**config.mk**
```make
export PLATFORM = sky130hd
export DESIGN_NAME = run_sequencer_flat
export DESIGN_NICKNAME = d
export VERILOG_FILES = /design/src/rtl/run_seq_pkg.sv /design/src/rtl/run_sequencer_if.sv /design/src/rtl/run_sequencer_mem_port_mux.sv /design/src/rtl/run_sequencer.sv /design/src/flat_wrapper.sv
export SDC_FILE = /design/constraint.sdc
export NUM_CORES = 1
export LEC_CHECK = 0
export ABC_AREA = 1
export ABC_CLOCK_PERIOD_IN_PS = 3200
export CAP_MARGIN = 20
export CORE_ASPECT_RATIO = 2
export CORE_MARGIN = 5
export CORE_UTILIZATION = 30
export DETAILED_ROUTE_END_ITERATION = 10
export PLACE_DENSITY = 0.68
export SKIP_CTS_REPAIR_TIMING = 1
export SLEW_MARGIN = 15
export SYNTH_ARGS = -nofsm -noshare
export SYNTH_HDL_FRONTEND = slang
export SYNTH_SLANG_ARGS = --single-unit
```
**constraint.sdc**
```tcl
create_clock -name clk -period 3.2 [get_ports clk]
set_clock_uncertainty 0.15 [all_clocks]
set_input_delay 0.64 -clock clk [delete_from_list [all_inputs] [get_ports clk]]
set_output_delay 0.64 -clock clk [all_outputs]
set_load 0.02 [all_outputs]
```
**src/rtl/run_seq_pkg.sv**
```systemverilog
// Shared types and default limits for the run sequencer and its memory port mux.
package run_seq_pkg;

    typedef enum logic [1:0] {
        S_IDLE  = 2'd0,
        S_RESET = 2'd1,
        S_RUN   = 2'd2,
        S_DONE  = 2'd3
    } seq_state_t;

    localparam int DEF_MAX_CYCLES = 4096;
    localparam int DEF_RST_CYCLES = 2;

endpackage

```
**src/rtl/run_sequencer_if.sv**
```systemverilog
// Host-side data memory access bus: request/write-enable/address/data with a same-cycle grant.
interface run_sequencer_if #(
    parameter int AW = 8,
    parameter int DW = 8
);
    logic          req;
    logic          we;
    logic [AW-1:0] addr;
    logic [DW-1:0] wdata;
    logic          gnt;
    logic [DW-1:0] rdata;

    modport master (
        output req, we, addr, wdata,
        input  gnt, rdata
    );

    modport slave (
        input  req, we, addr, wdata,
        output gnt, rdata
    );
endinterface

```
**src/rtl/run_sequencer_mem_port_mux.sv**
```systemverilog
// Combinational owner selection for the single data memory port: host, core, or parked.
module mem_port_mux
    import run_seq_pkg::*;
#(
    parameter int AW = 8,
    parameter int DW = 8
) (
    input  seq_state_t    state,
    input  logic          host_gnt,
    input  logic          host_we,
    input  logic [AW-1:0] host_addr,
    input  logic [DW-1:0] host_wdata,
    input  logic [AW-1:0] core_addr,
    input  logic          core_re,
    input  logic          core_we,
    input  logic [DW-1:0] core_wdata,
    output logic [AW-1:0] mem_addr,
    output logic          mem_re,
    output logic          mem_we,
    output logic [DW-1:0] mem_wdata
);

    always_comb begin
        mem_addr  = '0;
        mem_re    = 1'b0;
        mem_we    = 1'b0;
        mem_wdata = '0;
        if (host_gnt) begin
            mem_addr  = host_addr;
            mem_wdata = host_wdata;
            mem_we    = host_we;
            mem_re    = ~host_we;
        end else if (state == S_RUN) begin
            mem_addr  = core_addr;
            mem_wdata = core_wdata;
            mem_we    = core_we;
            mem_re    = core_re;
        end
    end

endmodule

```
**src/rtl/run_sequencer.sv**
```systemverilog
// Holds the core in reset, releases it for one watchdog-bounded run, counts run cycles,
// and arbitrates the data memory port between the host (while stopped) and the core.
module run_sequencer
    import run_seq_pkg::*;
#(
    parameter int  MAX_CYCLES = DEF_MAX_CYCLES,
    parameter int  RST_CYCLES = DEF_RST_CYCLES,
    parameter int  AW         = 8,
    parameter int  DW         = 8,
    localparam int CW         = $clog2(MAX_CYCLES + 1)
) (
    input  logic            clk,
    input  logic            reset,
    input  logic            start,
    input  logic            core_done,
    output logic            core_rst,
    output logic            busy,
    output logic            finished,
    output logic            timed_out,
    output logic [CW-1:0]   cycle_count,
    run_sequencer_if.slave  host,
    input  logic [AW-1:0]   core_addr,
    input  logic            core_re,
    input  logic            core_we,
    input  logic [DW-1:0]   core_wdata,
    output logic [DW-1:0]   core_rdata,
    output logic [AW-1:0]   mem_addr,
    output logic            mem_re,
    output logic            mem_we,
    output logic [DW-1:0]   mem_wdata,
    input  logic [DW-1:0]   mem_rdata
);

    localparam int            RW       = (RST_CYCLES > 1) ? $clog2(RST_CYCLES) : 1;
    localparam logic [RW-1:0] RST_LAST = RW'(RST_CYCLES - 1);
    localparam logic [CW-1:0] CNT_LAST = CW'(MAX_CYCLES - 1);
    localparam logic [CW-1:0] CNT_MAX  = CW'(MAX_CYCLES);

    seq_state_t    state;
    logic [RW-1:0] rst_cnt;
    logic          host_gnt;

    // The host only owns the port while the core is stopped, and a same-cycle start wins.
    assign host_gnt   = host.req & ~start & ((state == S_IDLE) | (state == S_DONE));
    assign host.gnt   = host_gnt;
    assign host.rdata = mem_rdata;
    assign core_rdata = mem_rdata;

    always_ff @(posedge clk) begin
        if (reset) begin
            state       <= S_IDLE;
            rst_cnt     <= '0;
            cycle_count <= '0;
            finished    <= 1'b0;
            timed_out   <= 1'b0;
            core_rst    <= 1'b1;
            busy        <= 1'b0;
        end else begin
            case (state)
                S_IDLE, S_DONE: begin
                    if (start) begin
                        state       <= S_RESET;
                        rst_cnt     <= '0;
                        cycle_count <= '0;
                        finished    <= 1'b0;
                        timed_out   <= 1'b0;
                        core_rst    <= 1'b1;
                        busy        <= 1'b1;
                    end
                end
                S_RESET: begin
                    rst_cnt <= rst_cnt + 1'b1;
                    if (rst_cnt == RST_LAST) begin
                        state    <= S_RUN;
                        core_rst <= 1'b0;
                    end
                end
                S_RUN: begin
                    if (core_done) begin
                        state    <= S_DONE;
                        finished <= 1'b1;
                        core_rst <= 1'b1;
                        busy     <= 1'b0;
                    end else if (cycle_count == CNT_LAST) begin
                        // Watchdog expiry reports the full limit as the run length.
                        state       <= S_DONE;
                        cycle_count <= CNT_MAX;
                        timed_out   <= 1'b1;
                        finished    <= 1'b1;
                        core_rst    <= 1'b1;
                        busy        <= 1'b0;
                    end else begin
                        cycle_count <= cycle_count + 1'b1;
                    end
                end
                default: begin
                    state    <= S_IDLE;
                    core_rst <= 1'b1;
                    busy     <= 1'b0;
                end
            endcase
        end
    end

    mem_port_mux #(
        .AW(AW),
        .DW(DW)
    ) u_mux (
        .state      (state),
        .host_gnt   (host_gnt),
        .host_we    (host.we),
        .host_addr  (host.addr),
        .host_wdata (host.wdata),
        .core_addr  (core_addr),
        .core_re    (core_re),
        .core_we    (core_we),
        .core_wdata (core_wdata),
        .mem_addr   (mem_addr),
        .mem_re     (mem_re),
        .mem_we     (mem_we),
        .mem_wdata  (mem_wdata)
    );

endmodule
```
**src/flat_wrapper.sv**
```systemverilog
// flat-port wrapper written by rule: the top's interface ports become plain ports
module run_sequencer_flat import run_seq_pkg::*;
#(
    parameter int  MAX_CYCLES = DEF_MAX_CYCLES,
    parameter int  RST_CYCLES = DEF_RST_CYCLES,
    parameter int  AW         = 8,
    parameter int  DW         = 8,
    localparam int CW         = $clog2(MAX_CYCLES + 1)
)
  (clk, reset, start, core_done, core_rst, busy, finished, timed_out, cycle_count, core_addr, core_re, core_we, core_wdata, core_rdata, mem_addr, mem_re, mem_we, mem_wdata, mem_rdata, host_req, host_we, host_addr, host_wdata, host_gnt, host_rdata);
  run_sequencer_if #(.AW(AW), .DW(DW)) host_i ();
  input  logic clk;
  input  logic reset;
  input  logic start;
  input  logic core_done;
  output logic core_rst;
  output logic busy;
  output logic finished;
  output logic timed_out;
  output logic [CW-1:0] cycle_count;
  input  logic [AW-1:0] core_addr;
  input  logic core_re;
  input  logic core_we;
  input  logic [DW-1:0] core_wdata;
  output logic [DW-1:0] core_rdata;
  output logic [AW-1:0] mem_addr;
  output logic mem_re;
  output logic mem_we;
  output logic [DW-1:0] mem_wdata;
  input  logic [DW-1:0] mem_rdata;
  input wire logic [$bits(host_i.req)-1:0] host_req;
  input wire logic [$bits(host_i.we)-1:0] host_we;
  input wire logic [$bits(host_i.addr)-1:0] host_addr;
  input wire logic [$bits(host_i.wdata)-1:0] host_wdata;
  output wire logic [$bits(host_i.gnt)-1:0] host_gnt;
  output wire logic [$bits(host_i.rdata)-1:0] host_rdata;
  assign host_i.req = host_req;
  assign host_i.we = host_we;
  assign host_i.addr = host_addr;
  assign host_i.wdata = host_wdata;
  assign host_gnt = host_i.gnt;
  assign host_rdata = host_i.rdata;
  run_sequencer #(.MAX_CYCLES(MAX_CYCLES), .RST_CYCLES(RST_CYCLES), .AW(AW), .DW(DW)) u_core (.clk(clk), .reset(reset), .start(start), .core_done(core_done), .core_rst(core_rst), .busy(busy), .finished(finished), .timed_out(timed_out), .cycle_count(cycle_count), .host(host_i), .core_addr(core_addr), .core_re(core_re), .core_we(core_we), .core_wdata(core_wdata), .core_rdata(core_rdata), .mem_addr(mem_addr), .mem_re(mem_re), .mem_we(mem_we), .mem_wdata(mem_wdata), .mem_rdata(mem_rdata));
endmodule
```
==> metrics <==
gr usage total=between 10% and 20%; worst reg2reg setup slack=between 0.7 and 0.8 ns; hold crit path type=reg -> reg; Die Height=around 110 µm; max incr delay on CP=roughly 0.64 ns; die area=about 6900 µm²; clock slew at reported path FFs=0.07 ns; worst slack, placed=~0.034 ns; Hold Worst Slack=0.319 ns; met2 wire length=approximately 2.5 mm; Post-synth EDFFs=0; number of DRC markers in iteration 0=23; final setup TNS=0 ns; Worst Path Arrival=about 2.2 ns; crit path time final=roughly 3.0 ns; final period utilization=94.3%; Root Buffer=clkbuf_8; Crit. End Element=primary output; maximum VDD drop=approximately 360 µV; worst-path cell chain=clkdlybuf4s50_1 > inv_1 > nand2_1 > inv_1 > nand2_1 > clkinv_1 > buf_4 > clkdlybuf4s50_1; Area Growth Syn to Fin=49.7%; min-delay src=u_core.timed_out$_SDFFE_PP0P_; Cell Pwr Density=about 590 nW/µm²; syn_area_per_cell=between 6 and 7 µm²; DRT Pass-1 Iters=5; vias in the first global route=approximately 1700; H-tree depth=1; Worst R2R Path Depth=10; Row Count=37; Rel. slew slack=a little under three fifths; final setup fails=0; warnings from Yosys=0; Yosys reg bits=20; P_leak=between 1 and 1.5 nW; top cells by area, synth=dfxtp_1, nand2_1, nand3_1; DP HPWL=approximately 3.7 mm; chip width=between 60 and 70 µm; WHS Path Cells=2; worst r2r src=u_core.state[0]$_SDFFE_PP0P_; final hold vios=0; Sink Count=20; Worst Path Required=roughly 2.4 ns; worst-skew pair later-pin latency=around 0.26 ns; CP Max Fanout=17; drt wl/cell=12.3 µm; Post-synth top cells=nand2_1, nand3_1, inv_1; FF-to-FF End=u_core.cycle_count[7]$_SDFFE_PP0P_; max-cap violations=0; global-route wire length before repair=approximately 7 mm; Clock Path Buffers=2; RSZ-0062 raised after global routing=false; antenna violations before repair=0; outcome=complete, no violations; routability cong.=0.797; FMAX=about 330 MHz; count leader, synth=nand2_1; syn_nets=between 200 and 300; Hold Path End=u_core.timed_out$_SDFFE_PP0P_; DRC violations left=0; DRT antenna net count=0; Final Net Count=357; top layer reached by signal wires=met4; Netlist cell types=28; IO Pins=100; largest net degree at the start of global routing=20; setup ws final=roughly 0.18 ns; CP Class=in -> out; Met3 Wirelength=~390 µm; actual slew at the worst max-slew pin=0.659 ns; Core ar.=a little over 5000 µm²; final wirelength=about 4.4 mm; layout cell share with drive strength beyond 1=between 10% and 20%; Setup crit start kind=input port; GRT overflow=0; drt via density=approximately 4.8; Top FF cell, synth=dfxtp_1; Inserted Diodes=0; area leader, netlist=dfxtp_1; Mapped Area=roughly 1600 µm²; port bufs=75; Worst path slowest cell=clkdlybuf4s50_1; ys async rst share=0%; WL met1=about 1.4 mm; Via Count=roughly 1700; register area share after synthesis=between 20% and 30%; Fill cells=between 500 and 600; Synth top area share=25.3%; Post-Synthesis Cells=approximately 240; CTS buffer count=3; starting density of the core=between 30% and 40%; Final Max Tran Viols=0; CTS tree=built
## power breakdown
part           total [W]  leakage [nW]  switching (W)  internal [W]
clock network   0.000166        0.0216      0.0000820     0.0000839
logic           0.000925          1.05       0.000562      0.000364
registers       0.000310         0.162      0.0000256      0.000284
total            0.00140          1.24       0.000669      0.000732
## worst max-delay path by stage
stage | endpoint | cells after the start | slack [ns] | from
6_report | host_gnt | 8 | 0.18 | start
5_1_grt | host_gnt | 8 | 0.06 | start
4_1_cts | mem_addr[3] | 10 | 0.03 | start
3_5_place_dp | mem_re | 9 | 0.03 | start
3_3_place_gp | mem_addr[3] | 10 | 0.07 | start
2_1_floorplan | mem_we | 8 | 0.81 | u_core.state[0]$_SDFFE_PP0P_
## sequential cells by signal, indices dropped and copies added (netlist names)
signal              count
u_core.rst_cnt          1
u_core.core_rst         1
u_core.finished         1
u_core.timed_out        1
u_core.cycle_count     13
u_core.state            2
u_core.busy             1
## metal layers
| metal | track usage, % | vias up |
|---|---|---|
| li1 | - | 884 |
| met1 | 12.0 | 755 |
| met2 | 25.0 | 66 |
| met3 | 2.85 | 16 |
| met4 | 6.94 | 0 |
| met5 | 0 | - |
## placed cells by master (no fill, tap or decap), types with 4 or more instances in the layout
| cell | instances |
|---|---|
| o21ai_0 | 4 |
| nand2_1 | 68 |
| clkdlybuf4s50_1 | 57 |
| ha_1 | 4 |
| nand4_1 | 6 |
| nor3_2 | 7 |
| nor2_1 | 20 |
| a21oi_1 | 13 |
| buf_4 | 4 |
| dfxtp_1 | 20 |
| dlymetal6s2s_1 | 18 |
| inv_1 | 23 |
| nand3_1 | 27 |
| nand2_2 | 7 |
## layout make-up
cell class / count / area [µm²] / share of cell area [%]
clock buffers: 3 / 41.3 / 1.74
repair buffers: 80 / 846 / 35.6
inverters: 27 / 101 / 4.27
flip-flops and latches: 20 / 400 / 16.9
well taps: 58 / 72.6 / 3.06
multi-input cells: 173 / 912 / 38.4
## metrics by stage
step | total power, W | cell area [µm²] | instances | util, %
after floorplan | 0.000965 | 1590 | 244 | -
after global placement | 0.00127 | 2290 | 358 | 44.5
after detailed placement | 0.00128 | 2290 | 358 | 44.5
after CTS | 0.00145 | 2330 | 361 | 45.3
after global routing | 0.00151 | 2370 | 361 | 46.2
final | 0.00140 | 2370 | 361 | 46.2
## critical path, delay by kind of cell
kind                   cells  cell delay, ns
buffers and inverters      6            1.41
and+or+nand+nor            2            0.17
## cells by family (layout without fill, tap and decap cells)
| family | after synthesis | after routing | synth area share [%] |
|---|---|---|---|
| DFF | 20 | 20 | 25.3 |
| and+or+nand+nor | 145 | 145 | 45.1 |
| buffers and inverters | 51 | 110 | 17.2 |
| adders and majority gates | 4 | 4 | 3.16 |
| AOI/OAI and AO/OA | 24 | 24 | 9.23 |
Power figures use the tool's default switching activity.
